$ cat src/rtl/regfile_wb_arbiter_if.sv
`default_nettype none
// ============================================================================
// Module      : regfile_wb_arbiter_if
// Description : Bundle of the writeback-arbiter handshake and bus signals.
//               master - pipeline side (EXU/LSU sources, decode lookups)
//               slave  - arbiter side (drives register-file write port,
//                        lsu_ready, exu_stall and pending flags)
//   EXU   : exu_wen, exu_waddr[4:0], exu_wdata[31:0], exu_stall
//   LSU   : lsu_valid, lsu_ready, lsu_waddr[4:0], lsu_wdata[31:0]
//   RegF  : reg_wen, reg_waddr[4:0], reg_wdata[31:0]
//   Decode: rs1_addr/rs2_addr[4:0], rs1_pend/rs2_pend
// Revision    : 1.0 - initial release
// ============================================================================
interface regfile_wb_arbiter_if;
  logic        exu_wen;
  logic [4:0]  exu_waddr;
  logic [31:0] exu_wdata;
  logic        exu_stall;
  logic        lsu_valid;
  logic        lsu_ready;
  logic [4:0]  lsu_waddr;
  logic [31:0] lsu_wdata;
  logic        reg_wen;
  logic [4:0]  reg_waddr;
  logic [31:0] reg_wdata;
  logic [4:0]  rs1_addr;
  logic [4:0]  rs2_addr;
  logic        rs1_pend;
  logic        rs2_pend;

  modport master (
    output exu_wen, exu_waddr, exu_wdata,
    output lsu_valid, lsu_waddr, lsu_wdata,
    output rs1_addr, rs2_addr,
    input  exu_stall, lsu_ready,
    input  reg_wen, reg_waddr, reg_wdata,
    input  rs1_pend, rs2_pend
  );

  modport slave (
    input  exu_wen, exu_waddr, exu_wdata,
    input  lsu_valid, lsu_waddr, lsu_wdata,
    input  rs1_addr, rs2_addr,
    output exu_stall, lsu_ready,
    output reg_wen, reg_waddr, reg_wdata,
    output rs1_pend, rs2_pend
  );
endinterface
`default_nettype wire

$ cat src/rtl/regfile_wb_arbiter.sv
`default_nettype none
// ============================================================================
// Module      : regfile_wb_arbiter
// Description : Shares the single register-file write port between the
//               single-cycle EXU and the long-latency LSU/MDU. LSU results
//               that lose arbitration are held in a DEPTH-entry FIFO and
//               drained on cycles without an EXU write. Decode can query
//               whether a source register is still waiting in the FIFO.
// Ports       : sys_clk, sys_rst (sync, active-high)
//               bus     - regfile_wb_arbiter_if.slave (EXU, LSU, register
//                         file write port, decode pending lookups)
//               q_count - FIFO occupancy, $clog2(DEPTH)+1 bits
// Parameters  : DEPTH      - FIFO entries (power of two, >= 2)
//               STARVE_MAX - head wait limit before an EXU stall is forced
// Options     : WB_STARVE_EN - enables the starvation counter and exu_stall;
//               when undefined exu_stall is tied low.
// Revision    : 1.0 - initial release
// ============================================================================
module regfile_wb_arbiter #(
  parameter int DEPTH      = 4,
  parameter int STARVE_MAX = 8
) (
  input  wire logic                   sys_clk,
  input  wire logic                   sys_rst,
  regfile_wb_arbiter_if.slave         bus,
  output logic [$clog2(DEPTH):0]      q_count
);

  localparam int                 c_PTR_W = $clog2(DEPTH);
  localparam logic [c_PTR_W:0]   c_FULL  = (c_PTR_W+1)'(DEPTH);

  logic [4:0]         r_q_addr [DEPTH];
  logic [31:0]        r_q_data [DEPTH];
  logic [DEPTH-1:0]   r_vld;
  logic [c_PTR_W-1:0] r_wr_ptr;
  logic [c_PTR_W-1:0] r_rd_ptr;
  logic [c_PTR_W:0]   r_count;

  logic w_full, w_empty, w_stall, w_exu_act;
  logic w_lsu_xfer, w_lsu_nz, w_pop, w_byp, w_push;
  logic w_p1, w_p2;

  assign w_full  = (r_count == c_FULL);
  assign w_empty = (r_count == '0);

  // Ready depends only on registered occupancy, never on lsu_valid.
  assign bus.lsu_ready = !w_full;
  assign w_lsu_xfer    = bus.lsu_valid && !w_full;
  assign w_lsu_nz      = (bus.lsu_waddr != 5'd0);

  assign w_exu_act = bus.exu_wen && (bus.exu_waddr != 5'd0) && !w_stall;

  // Queue-side writes are blocked during reset so discarded entries are
  // never committed to the register file.
  assign w_pop  = !w_exu_act && !w_empty && !sys_rst;
  assign w_byp  = !w_exu_act && w_empty && w_lsu_xfer && w_lsu_nz && !sys_rst;
  assign w_push = w_lsu_xfer && w_lsu_nz && !w_byp && !sys_rst;

  // Write-port mux: EXU, then FIFO head, then LSU bypass.
  always_comb begin
    bus.reg_wen   = 1'b0;
    bus.reg_waddr = 5'd0;
    bus.reg_wdata = 32'd0;
    if (w_exu_act) begin
      bus.reg_wen   = 1'b1;
      bus.reg_waddr = bus.exu_waddr;
      bus.reg_wdata = bus.exu_wdata;
    end else if (w_pop) begin
      bus.reg_wen   = 1'b1;
      bus.reg_waddr = r_q_addr[r_rd_ptr];
      bus.reg_wdata = r_q_data[r_rd_ptr];
    end else if (w_byp) begin
      bus.reg_wen   = 1'b1;
      bus.reg_waddr = bus.lsu_waddr;
      bus.reg_wdata = bus.lsu_wdata;
    end
  end

  // FIFO state. Push and pop never target the same slot: a pop needs a
  // non-empty queue and a push needs a non-full one.
  always_ff @(posedge sys_clk) begin
    if (sys_rst) begin
      r_vld    <= '0;
      r_wr_ptr <= '0;
      r_rd_ptr <= '0;
      r_count  <= '0;
    end else begin
      if (w_push) begin
        r_q_addr[r_wr_ptr] <= bus.lsu_waddr;
        r_q_data[r_wr_ptr] <= bus.lsu_wdata;
        r_vld[r_wr_ptr]    <= 1'b1;
        r_wr_ptr           <= r_wr_ptr + c_PTR_W'(1);
      end
      if (w_pop) begin
        r_vld[r_rd_ptr] <= 1'b0;
        r_rd_ptr        <= r_rd_ptr + c_PTR_W'(1);
      end
      if (w_push && !w_pop)
        r_count <= r_count + (c_PTR_W+1)'(1);
      else if (w_pop && !w_push)
        r_count <= r_count - (c_PTR_W+1)'(1);
    end
  end

  assign q_count = r_count;

  // Pending lookups: an entry popped this cycle is still flagged, since its
  // register-file write only lands at the coming edge.
  always_comb begin
    w_p1 = 1'b0;
    w_p2 = 1'b0;
    for (int i = 0; i < DEPTH; i++) begin
      if (r_vld[i] && (r_q_addr[i] == bus.rs1_addr)) w_p1 = 1'b1;
      if (r_vld[i] && (r_q_addr[i] == bus.rs2_addr)) w_p2 = 1'b1;
    end
  end

  assign bus.rs1_pend = w_p1 && (bus.rs1_addr != 5'd0);
  assign bus.rs2_pend = w_p2 && (bus.rs2_addr != 5'd0);

`ifdef WB_STARVE_EN
  localparam int               c_SW   = $clog2(STARVE_MAX + 1);
  localparam logic [c_SW-1:0]  c_SMAX = c_SW'(STARVE_MAX);

  logic [c_SW-1:0] r_starve;

  // A stall gives the head the port: when the starve limit is hit, or when
  // the queue is full while the EXU wants to write (forces a drain).
  assign w_stall = (r_starve == c_SMAX) || (w_full && bus.exu_wen);

  always_ff @(posedge sys_clk) begin
    if (sys_rst || w_empty || w_pop)
      r_starve <= '0;
    else
      r_starve <= r_starve + c_SW'(1);
  end
`else
  localparam logic [31:0] c_STARVE_MAX = STARVE_MAX;
  logic w_unused_starve;

  assign w_stall         = 1'b0;
  assign w_unused_starve = ^c_STARVE_MAX;
`endif

  assign bus.exu_stall = w_stall;

endmodule
`default_nettype wire

$ cat src/flat_wrapper.sv
// flat-port wrapper written by rule: the top's interface ports become plain ports
module regfile_wb_arbiter_flat 
#(
  parameter int DEPTH      = 4,
  parameter int STARVE_MAX = 8
)
  (sys_clk, sys_rst, q_count, bus_exu_wen, bus_exu_waddr, bus_exu_wdata, bus_lsu_valid, bus_lsu_waddr, bus_lsu_wdata, bus_rs1_addr, bus_rs2_addr, bus_exu_stall, bus_lsu_ready, bus_reg_wen, bus_reg_waddr, bus_reg_wdata, bus_rs1_pend, bus_rs2_pend);
  regfile_wb_arbiter_if bus_i ();
  input  wire logic sys_clk;
  input  wire logic sys_rst;
  output logic [$clog2(DEPTH):0] q_count;
  input wire logic [$bits(bus_i.exu_wen)-1:0] bus_exu_wen;
  input wire logic [$bits(bus_i.exu_waddr)-1:0] bus_exu_waddr;
  input wire logic [$bits(bus_i.exu_wdata)-1:0] bus_exu_wdata;
  input wire logic [$bits(bus_i.lsu_valid)-1:0] bus_lsu_valid;
  input wire logic [$bits(bus_i.lsu_waddr)-1:0] bus_lsu_waddr;
  input wire logic [$bits(bus_i.lsu_wdata)-1:0] bus_lsu_wdata;
  input wire logic [$bits(bus_i.rs1_addr)-1:0] bus_rs1_addr;
  input wire logic [$bits(bus_i.rs2_addr)-1:0] bus_rs2_addr;
  output wire logic [$bits(bus_i.exu_stall)-1:0] bus_exu_stall;
  output wire logic [$bits(bus_i.lsu_ready)-1:0] bus_lsu_ready;
  output wire logic [$bits(bus_i.reg_wen)-1:0] bus_reg_wen;
  output wire logic [$bits(bus_i.reg_waddr)-1:0] bus_reg_waddr;
  output wire logic [$bits(bus_i.reg_wdata)-1:0] bus_reg_wdata;
  output wire logic [$bits(bus_i.rs1_pend)-1:0] bus_rs1_pend;
  output wire logic [$bits(bus_i.rs2_pend)-1:0] bus_rs2_pend;
  assign bus_i.exu_wen = bus_exu_wen;
  assign bus_i.exu_waddr = bus_exu_waddr;
  assign bus_i.exu_wdata = bus_exu_wdata;
  assign bus_i.lsu_valid = bus_lsu_valid;
  assign bus_i.lsu_waddr = bus_lsu_waddr;
  assign bus_i.lsu_wdata = bus_lsu_wdata;
  assign bus_i.rs1_addr = bus_rs1_addr;
  assign bus_i.rs2_addr = bus_rs2_addr;
  assign bus_exu_stall = bus_i.exu_stall;
  assign bus_lsu_ready = bus_i.lsu_ready;
  assign bus_reg_wen = bus_i.reg_wen;
  assign bus_reg_waddr = bus_i.reg_waddr;
  assign bus_reg_wdata = bus_i.reg_wdata;
  assign bus_rs1_pend = bus_i.rs1_pend;
  assign bus_rs2_pend = bus_i.rs2_pend;
  regfile_wb_arbiter #(.DEPTH(DEPTH), .STARVE_MAX(STARVE_MAX)) u_core (.sys_clk(sys_clk), .sys_rst(sys_rst), .bus(bus_i), .q_count(q_count));
endmodule
$ cat config.mk
export PLATFORM = sky130hd
export DESIGN_NAME = regfile_wb_arbiter_flat
export DESIGN_NICKNAME = d
export VERILOG_FILES = /design/src/rtl/regfile_wb_arbiter_if.sv /design/src/rtl/regfile_wb_arbiter.sv /design/src/flat_wrapper.sv
export SDC_FILE = /design/constraint.sdc
export NUM_CORES = 1
export LEC_CHECK = 0
export CELL_PAD_IN_SITES_DETAIL_PLACEMENT = 1
export CELL_PAD_IN_SITES_GLOBAL_PLACEMENT = 2
export CORE_ASPECT_RATIO = 0.8
export CORE_MARGIN = 4
export CORE_UTILIZATION = 37
export CTS_CLUSTER_DIAMETER = 120
export DETAILED_ROUTE_END_ITERATION = 12
export PLACE_DENSITY_LB_ADDON = 0.1
export SYNTH_ARGS = -nofsm -noshare
export SYNTH_HDL_FRONTEND = slang
export SYNTH_SLANG_ARGS = --single-unit
$ cat constraint.sdc
create_clock -name sys_clk -period 5.3 [get_ports sys_clk]
set_clock_uncertainty 0.15 [all_clocks]
set_input_delay 1.59 -clock sys_clk [delete_from_list [all_inputs] [get_ports sys_clk]]
set_output_delay 1.59 -clock sys_clk [all_outputs]
set_load 0.02 [all_outputs]
=== Word level (Yosys, flattened, before mapping) ===
Memory sizes are Yosys's and may differ from the RTL's. A register that Yosys moved wholly into a read port is not among the register bits.
Cells that the tools add are included.

* Logic and storage cells: 97
* Output and inout bits: 45
* Latch bits: 0
* Bits in writable memories: 148
* Bits in read-only memories: 0
* Memories kept: 2
* Bits of input ports: 88
* Register bits: 11

{| class="wikitable"
|+ Memory list
! memory !! words !! width !! read ports !! clocked after Yosys merged registers in !! write ports !! RTL line !! text
|-
| u_core.r_q_data || 4 || 32 || 1 || 1 || 1 || regfile_wb_arbiter.sv:33 || <nowiki>logic [31:0] r_q_data [DEPTH];</nowiki>
|-
| u_core.r_q_addr || 4 || 5 || 5 || 1 || 1 || regfile_wb_arbiter.sv:32 || <nowiki>logic [4:0] r_q_addr [DEPTH];</nowiki>
|}

* Bitwise gates (word level): 3
* Reduce and logical (&&, ||, !) cells: 38
* Mux-type cells: 33
* Order comparisons: 4
* Equal/unequal tests: 9
* Multiply operators: 0
* Add/subtract/negate cells: 4
* Shift operators: 0
* Divide/modulo/power cells: 0

{| class="wikitable"
|+ Operator list
! kind !! number
|-
| $mux 32 || 3
|-
| $eq 5x5->1 || 8
|-
| $logic_and 1x1->1 || 25
|-
| $reduce_bool 5->1 || 4
|-
| $mux 1 || 16
|-
| $mux 5 || 3
|-
| $mux 4 || 3
|-
| $mux 2 || 4
|-
| $logic_not 1->1 || 7
|-
| $lt 2x3->1 const B || 2
|-
| $mux 3 || 2
|-
| $add 2x1->2 const B || 2
|-
| $and 4x4->4 || 1
|-
| $demux 1 s2 || 2
|-
| $ge 2x1->1 const B || 2
|-
| $not 4->4 || 1
|-
| $or 4x4->4 || 1
|-
| $add 3x1->3 const B || 1
|-
| $eq 3x3->1 const B || 1
|-
| $logic_not 3->1 || 1
|-
| $sub 3x1->3 const B || 1
|-
| $reduce_bool 2->1 || 1
|}

=== Depth between registers and ports, before layout ===
Gate-level depths: netlist (run 1).

* Depth in word-level cells: 14
* Gate-level depth with buffers: 11
* Depth with buffers taken out: 10

=== Worst setup path before layout (run 1) ===
No wires, ideal clock.

* Path type: input-to-output
* Start: input bus_exu_waddr[3]
* End: output bus_reg_wdata[10]
* Stages: 6
* Arrival time: 3.362 ns
* Buffers on the path: 1
* Data required time: 3.560 ns
* Slack: 0.198 ns
* Cells stage by stage: or4_4 -> o21ai_4 -> nor3b_4 -> buf_2 -> a22oi_1 -> a21oi_1

* Word-level cells in the longest chain between the ends: 10
* Elaborated cells on any way between the ends: 12
* Classes of those cells: mux (3); reduce/logical (9)

{| class="wikitable"
|+ RTL lines
! element !! RTL line !! text
|-
| from (decl) || flat_wrapper.sv:13 || <nowiki>input wire logic [$bits(bus_i.exu_waddr)-1:0] bus_exu_waddr;</nowiki>
|-
| $reduce_bool 5->1 * || regfile_wb_arbiter.sv:51 || <nowiki>assign w_exu_act = bus.exu_wen && (bus.exu_waddr != 5'd0) && !w_stall;</nowiki>
|-
| $logic_and 1x1->1 * || regfile_wb_arbiter.sv:51 ||
|-
| $logic_not 1->1 || regfile_wb_arbiter.sv:55, regfile_wb_arbiter.sv:56 ||
|-
| $logic_and 1x1->1 (4 in series) || regfile_wb_arbiter.sv:56 || <nowiki>assign w_byp = !w_exu_act && w_empty && w_lsu_xfer && w_lsu_nz && !sys_rst;</nowiki>
|-
| $mux 32 || regfile_wb_arbiter.sv:72 || <nowiki>end else if (w_byp) begin</nowiki>
|-
| $mux 32 || regfile_wb_arbiter.sv:68 || <nowiki>end else if (w_pop) begin</nowiki>
|-
| $mux 32 * || regfile_wb_arbiter.sv:64 || <nowiki>if (w_exu_act) begin</nowiki>
|-
| to (decl) || flat_wrapper.sv:24 || <nowiki>output wire logic [$bits(bus_i.reg_wdata)-1:0] bus_reg_wdata;</nowiki>
|}

Mark *: on every way between the ends. The rest lies on a longest branch, timed or not.

=== Final worst setup path (run 1) ===
* Start: input bus_exu_waddr[1]
* End: output bus_reg_waddr[1]

* Word-level cells in the longest chain between the ends: 10
* Elaborated cells on any way between the ends: 12
* Classes of those cells: mux (3); reduce/logical (9)

{| class="wikitable"
|+ RTL lines
! element !! RTL line !! text
|-
| $reduce_bool 5->1 || regfile_wb_arbiter.sv:51 ||
|-
| $logic_and 1x1->1 || regfile_wb_arbiter.sv:51 ||
|-
| $logic_not 1->1 || regfile_wb_arbiter.sv:55, regfile_wb_arbiter.sv:56 ||
|-
| $logic_and 1x1->1 (4 in series) || regfile_wb_arbiter.sv:56 ||
|-
| $mux 5 || regfile_wb_arbiter.sv:72 ||
|-
| $mux 5 || regfile_wb_arbiter.sv:68 ||
|-
| $mux 5 * || regfile_wb_arbiter.sv:64 ||
|-
| to (decl) || flat_wrapper.sv:23 || <nowiki>output wire logic [$bits(bus_i.reg_waddr)-1:0] bus_reg_waddr;</nowiki>
|}

Marks and branches as above.

==> metrics.md, run 1 <==
| Metric | Value |
|---|---|
| Status | `finished clean` |
| DRT Pass-1 Iters | `4` |
| Min cycle time layout | `roughly 5.2 ns` |
| Synthesized instance count | `about 470` |
| Post-synthesis sequential area ratio | `between 60 and 70%` |
| Clock buffer depth | `2` |
| FF+latch count, synth | `161` |
| Crit-path max cell delay | `around 0.52 ns` |
| Total GRT Usage | `a little under a fifth` |
| Final HPWL DP | `approximately 13000 µm` |
| Root buf cell | `clkbuf_16` |
| Critical path cell sequence | `buf_2 > or4_4 > o21ai_4 > nor3b_4 > buf_4 > buf_4 > buf_4 > a22oi_1 > a21oi_1 > buf_4` |
| Core Region | `roughly 19000 µm²` |
| CTS H-Tree Depth | `4` |
| Fin area | `around 9800 µm²` |
| Global-route wire length before repair | `30300 µm` |
| Vias in the first global route | `roughly 5200` |
| Post-DP Area | `roughly 9100 µm²` |
| Row count | `45` |
| Port Buffers | `approximately 130` |
| Gr ovfl total | `0` |
| Vias | `approximately 4700` |
| RR Startpoint | `u_core.q_count[1]$_SDFFE_PP0P_` |
| Final Core Density | `51.3%` |
| Nets@finish | `roughly 720` |
| Setup TNS | `0 ns` |
| Layout cells sized above 1 | `roughly 29%` |
| Clock slew at reported path FFs | `about 0.06 ns` |
| Clk sinks | `~160` |
| Slowest-stage cell, CP | `or4_4` |
| Clock Latency Late Sink | `between 0.4 and 0.5 ns` |
| Setup CP Type | `in2out` |
| Asr flop ratio synth | `0%` |
| Proportion of netlist area held by the largest area contributor | `between 60% and 70%` |
| Largest net degree at the start of global routing | `41` |
| Crit-path most repeated cell | `buf_4` |
| Gp weighted congestion | `just under 0.9` |
| Synthesized area | `a little over 7000 µm²` |
| Min-delay worst type | `reg2reg` |
| Post-synth EDFFs | `148` |
| Data required, critical path | `about 3.6 ns` |
| Initial drt markers | `around 280` |
| Num CTS Buffers | `17` |
| CTS tree | `built` |
| Final hold violation count | `0` |
| Die Span X | `around 160 µm` |
| CP max FO | `3` |
| Max VDD drop | `between 150 and 200 µV` |
| Initial Util | `a little under two fifths` |
| Syn. warnings | `0` |
| Initial antenna violation count | `0` |
| Antenna cells | `0` |
| Number of remaining DRC errors | `0` |
| Setup violations, final | `0` |
| Slew Viols, Final | `0` |
| Critical Path AT | `3.49 ns` |
| Cell Count Post-Placement | `~850` |
| Crit start category | `primary input` |
| Synth area leaders | `edfxtp_1 (62%), mux4_2 (12%), xor2_1 (4.1%)` |
| Final cell count without fillers | `roughly 900` |
| Area leader, netlist | `edfxtp_1` |
| Crit share post-route | `a little over nine tenths` |
| Post-DRT Antenna Nets | `0` |
| Slew headroom | `55.4%` |
| Hold Crit Start | `u_core.r_vld[2]$_SDFF_PP0_` |
| Min Hold Slack | `roughly 0.4 ns` |
| Worst slew pin tran | `0.669 ns` |
| Area grow syn2layout | `35.5%` |
| Routed WL | `~19000 µm` |
| Wire length per cell | `about 21 µm` |
| IO Pins | `133` |
| Drt via density | `around 5.3` |
| Chip Height | `approximately 130 µm` |
| Crit. End Element | `primary output` |
| Leak Pwr | `between 3 and 4 nW` |
| Dominant synthesized flop cell | `edfxtp_1` |
| Fmax | `191 MHz` |
| Netlist cell types | `34` |
| Die area | `between 20000 and 25000 µm²` |
| Post-synthesis average cell area | `around 15 µm²` |
| Syn Nets | `566` |
| Hold Buf Count CTS | `0` |
| Max-cap violation count | `0` |
| Pwr/cell area | `383 nW/µm²` |
| Critical Path Start | `bus_exu_waddr[1]` |
-- final timing paths --
| check | endpoint | slack (ns) | cells past startpoint |
|---|---|---|---|
| hold reg to reg | u_core.r_vld[2]$_SDFF_PP0_ | 0.40 | 1 |
| setup reg to reg | u_core.q_count[2]$_SDFFE_PP0P_ | 2.19 | 11 |
| setup / recovery | bus_reg_waddr[1] | 0.07 | 10 |
| hold / removal | u_core.r_vld[2]$_SDFF_PP0_ | 0.40 | 1 |
-- final cells by class --
type | count | area (µm²)
well taps | 258 | 323
multi-input cells | 264 | 2490
flip-flops and latches | 161 | 4710
fillers | 1863 | 9300
repair buffers | 174 | 1710
inverters | 7 | 26.3
clock inverters | 12 | 97.6
clock buffers | 20 | 437
-- placed cells by master (no fill, tap or decap), types with 7 or more instances in the layout --
cell	Yosys	routed
ha_1	9	9
edfxtp_1	148	148
a22oi_1	37	19
dfxtp_1	13	11
clkbuf_16	0	18
xor2_1	34	34
nor2_1	44	43
buf_4	1	55
xnor2_1	10	10
nor4_1	8	8
mux4_2	37	37
clkdlybuf4s50_1	0	80
a21oi_1	43	39
inv_1	7	7
a22oi_2	0	18
buf_12	0	12
buf_2	4	9
nand3_1	8	8
-- registers in the layout, summed over array words and instances (netlist names), named ones only --
| register | cells |
|---|---|
| u_core.r_rd_ptr | 2 |
| u_core.q_count | 3 |
| u_core.r_wr_ptr | 2 |
| u_core.r_q_addr | 20 |
| u_core.r_vld | 4 |
| u_core.r_q_data | 128 |
-- what timing repair did --
item	CTS	global route
cloned	3	1
gates resized for setup	219	21
pin swaps	29	16
setup buffers	8	2
setup endpoints to repair	40	34
-- Yosys cell counts, drive strengths merged, types with 3 or more instances --
| cell | instances |
|---|---|
| clkbuf | 26 |
| buf | 10 |
| ha | 9 |
| mux4 | 37 |
| a22oi | 37 |
| nand2 | 3 |
| and2 | 5 |
| nor4 | 8 |
| o21a | 6 |
| nand3 | 8 |
| xnor2 | 10 |
| xor2 | 34 |
| nor2 | 44 |
| a21oi | 43 |
| inv | 7 |
| or4 | 4 |
| dfxtp | 13 |
| edfxtp | 148 |
-- cell families after synthesis --
family | synth area share (%)
xor gates and xnor gates | 5.34
other | 0.0519
AOI/OAI and AO/OA | 8.07
muxes | 11.8
buffers and inverters | 2.36
DFF | 65.1
adders and majority gates | 1.84
and+or+nand+nor | 5.39
-- per-stage QoR --
stage	setup slack (ns)	total power [mW]
finish	0.0694	3.75
global route	-0.0255	3.94
CTS	0.00131	3.79
detailed placement	-0.871	2.61
global placement	-0.833	2.59
floorplan	0.198	2.13
-- report_power, final --
group | total [mW] | leakage, nW | switching, mW | internal, mW
combinational | 1.11 | 1.59 | 0.564 | 0.543
sequential | 1.52 | 1.44 | 0.0522 | 1.47
clock | 1.12 | 0.253 | 0.512 | 0.608
-- critical path, delay by kind of cell --
kind                   cells  cell delay [ns]
AO/OA/AOI/OAI              3             0.47
buffers and inverters      5             0.66
AND/OR/NAND/NOR            2             0.77
-- routing by layer --
layer | vias to the layer above | part of all wire (%) | track usage [%]
met1 | 2449 | 46 | 24.8
met4 | 0 | 1.0 | 4.75
met5 | - | 0 | 0
met2 | 102 | 49 | 29.7
met3 | 17 | 4.2 | 4.30
li1 | 2137 | - | -
Note: power is estimated with default switching activity, not from simulation.
==> run 2, diff against run 1 <==
--- a/config.mk
+++ b/config.mk
@@ -12,6 +12,7 @@
 export CORE_UTILIZATION = 37
 export CTS_CLUSTER_DIAMETER = 120
 export DETAILED_ROUTE_END_ITERATION = 12
+export GPL_ROUTABILITY_DRIVEN = 1
 export PLACE_DENSITY_LB_ADDON = 0.1
 export SYNTH_ARGS = -nofsm -noshare
 export SYNTH_HDL_FRONTEND = slang
==> results of run 2 <==
Same layout as run 1: the final DEF is identical, and so are final timing and power.
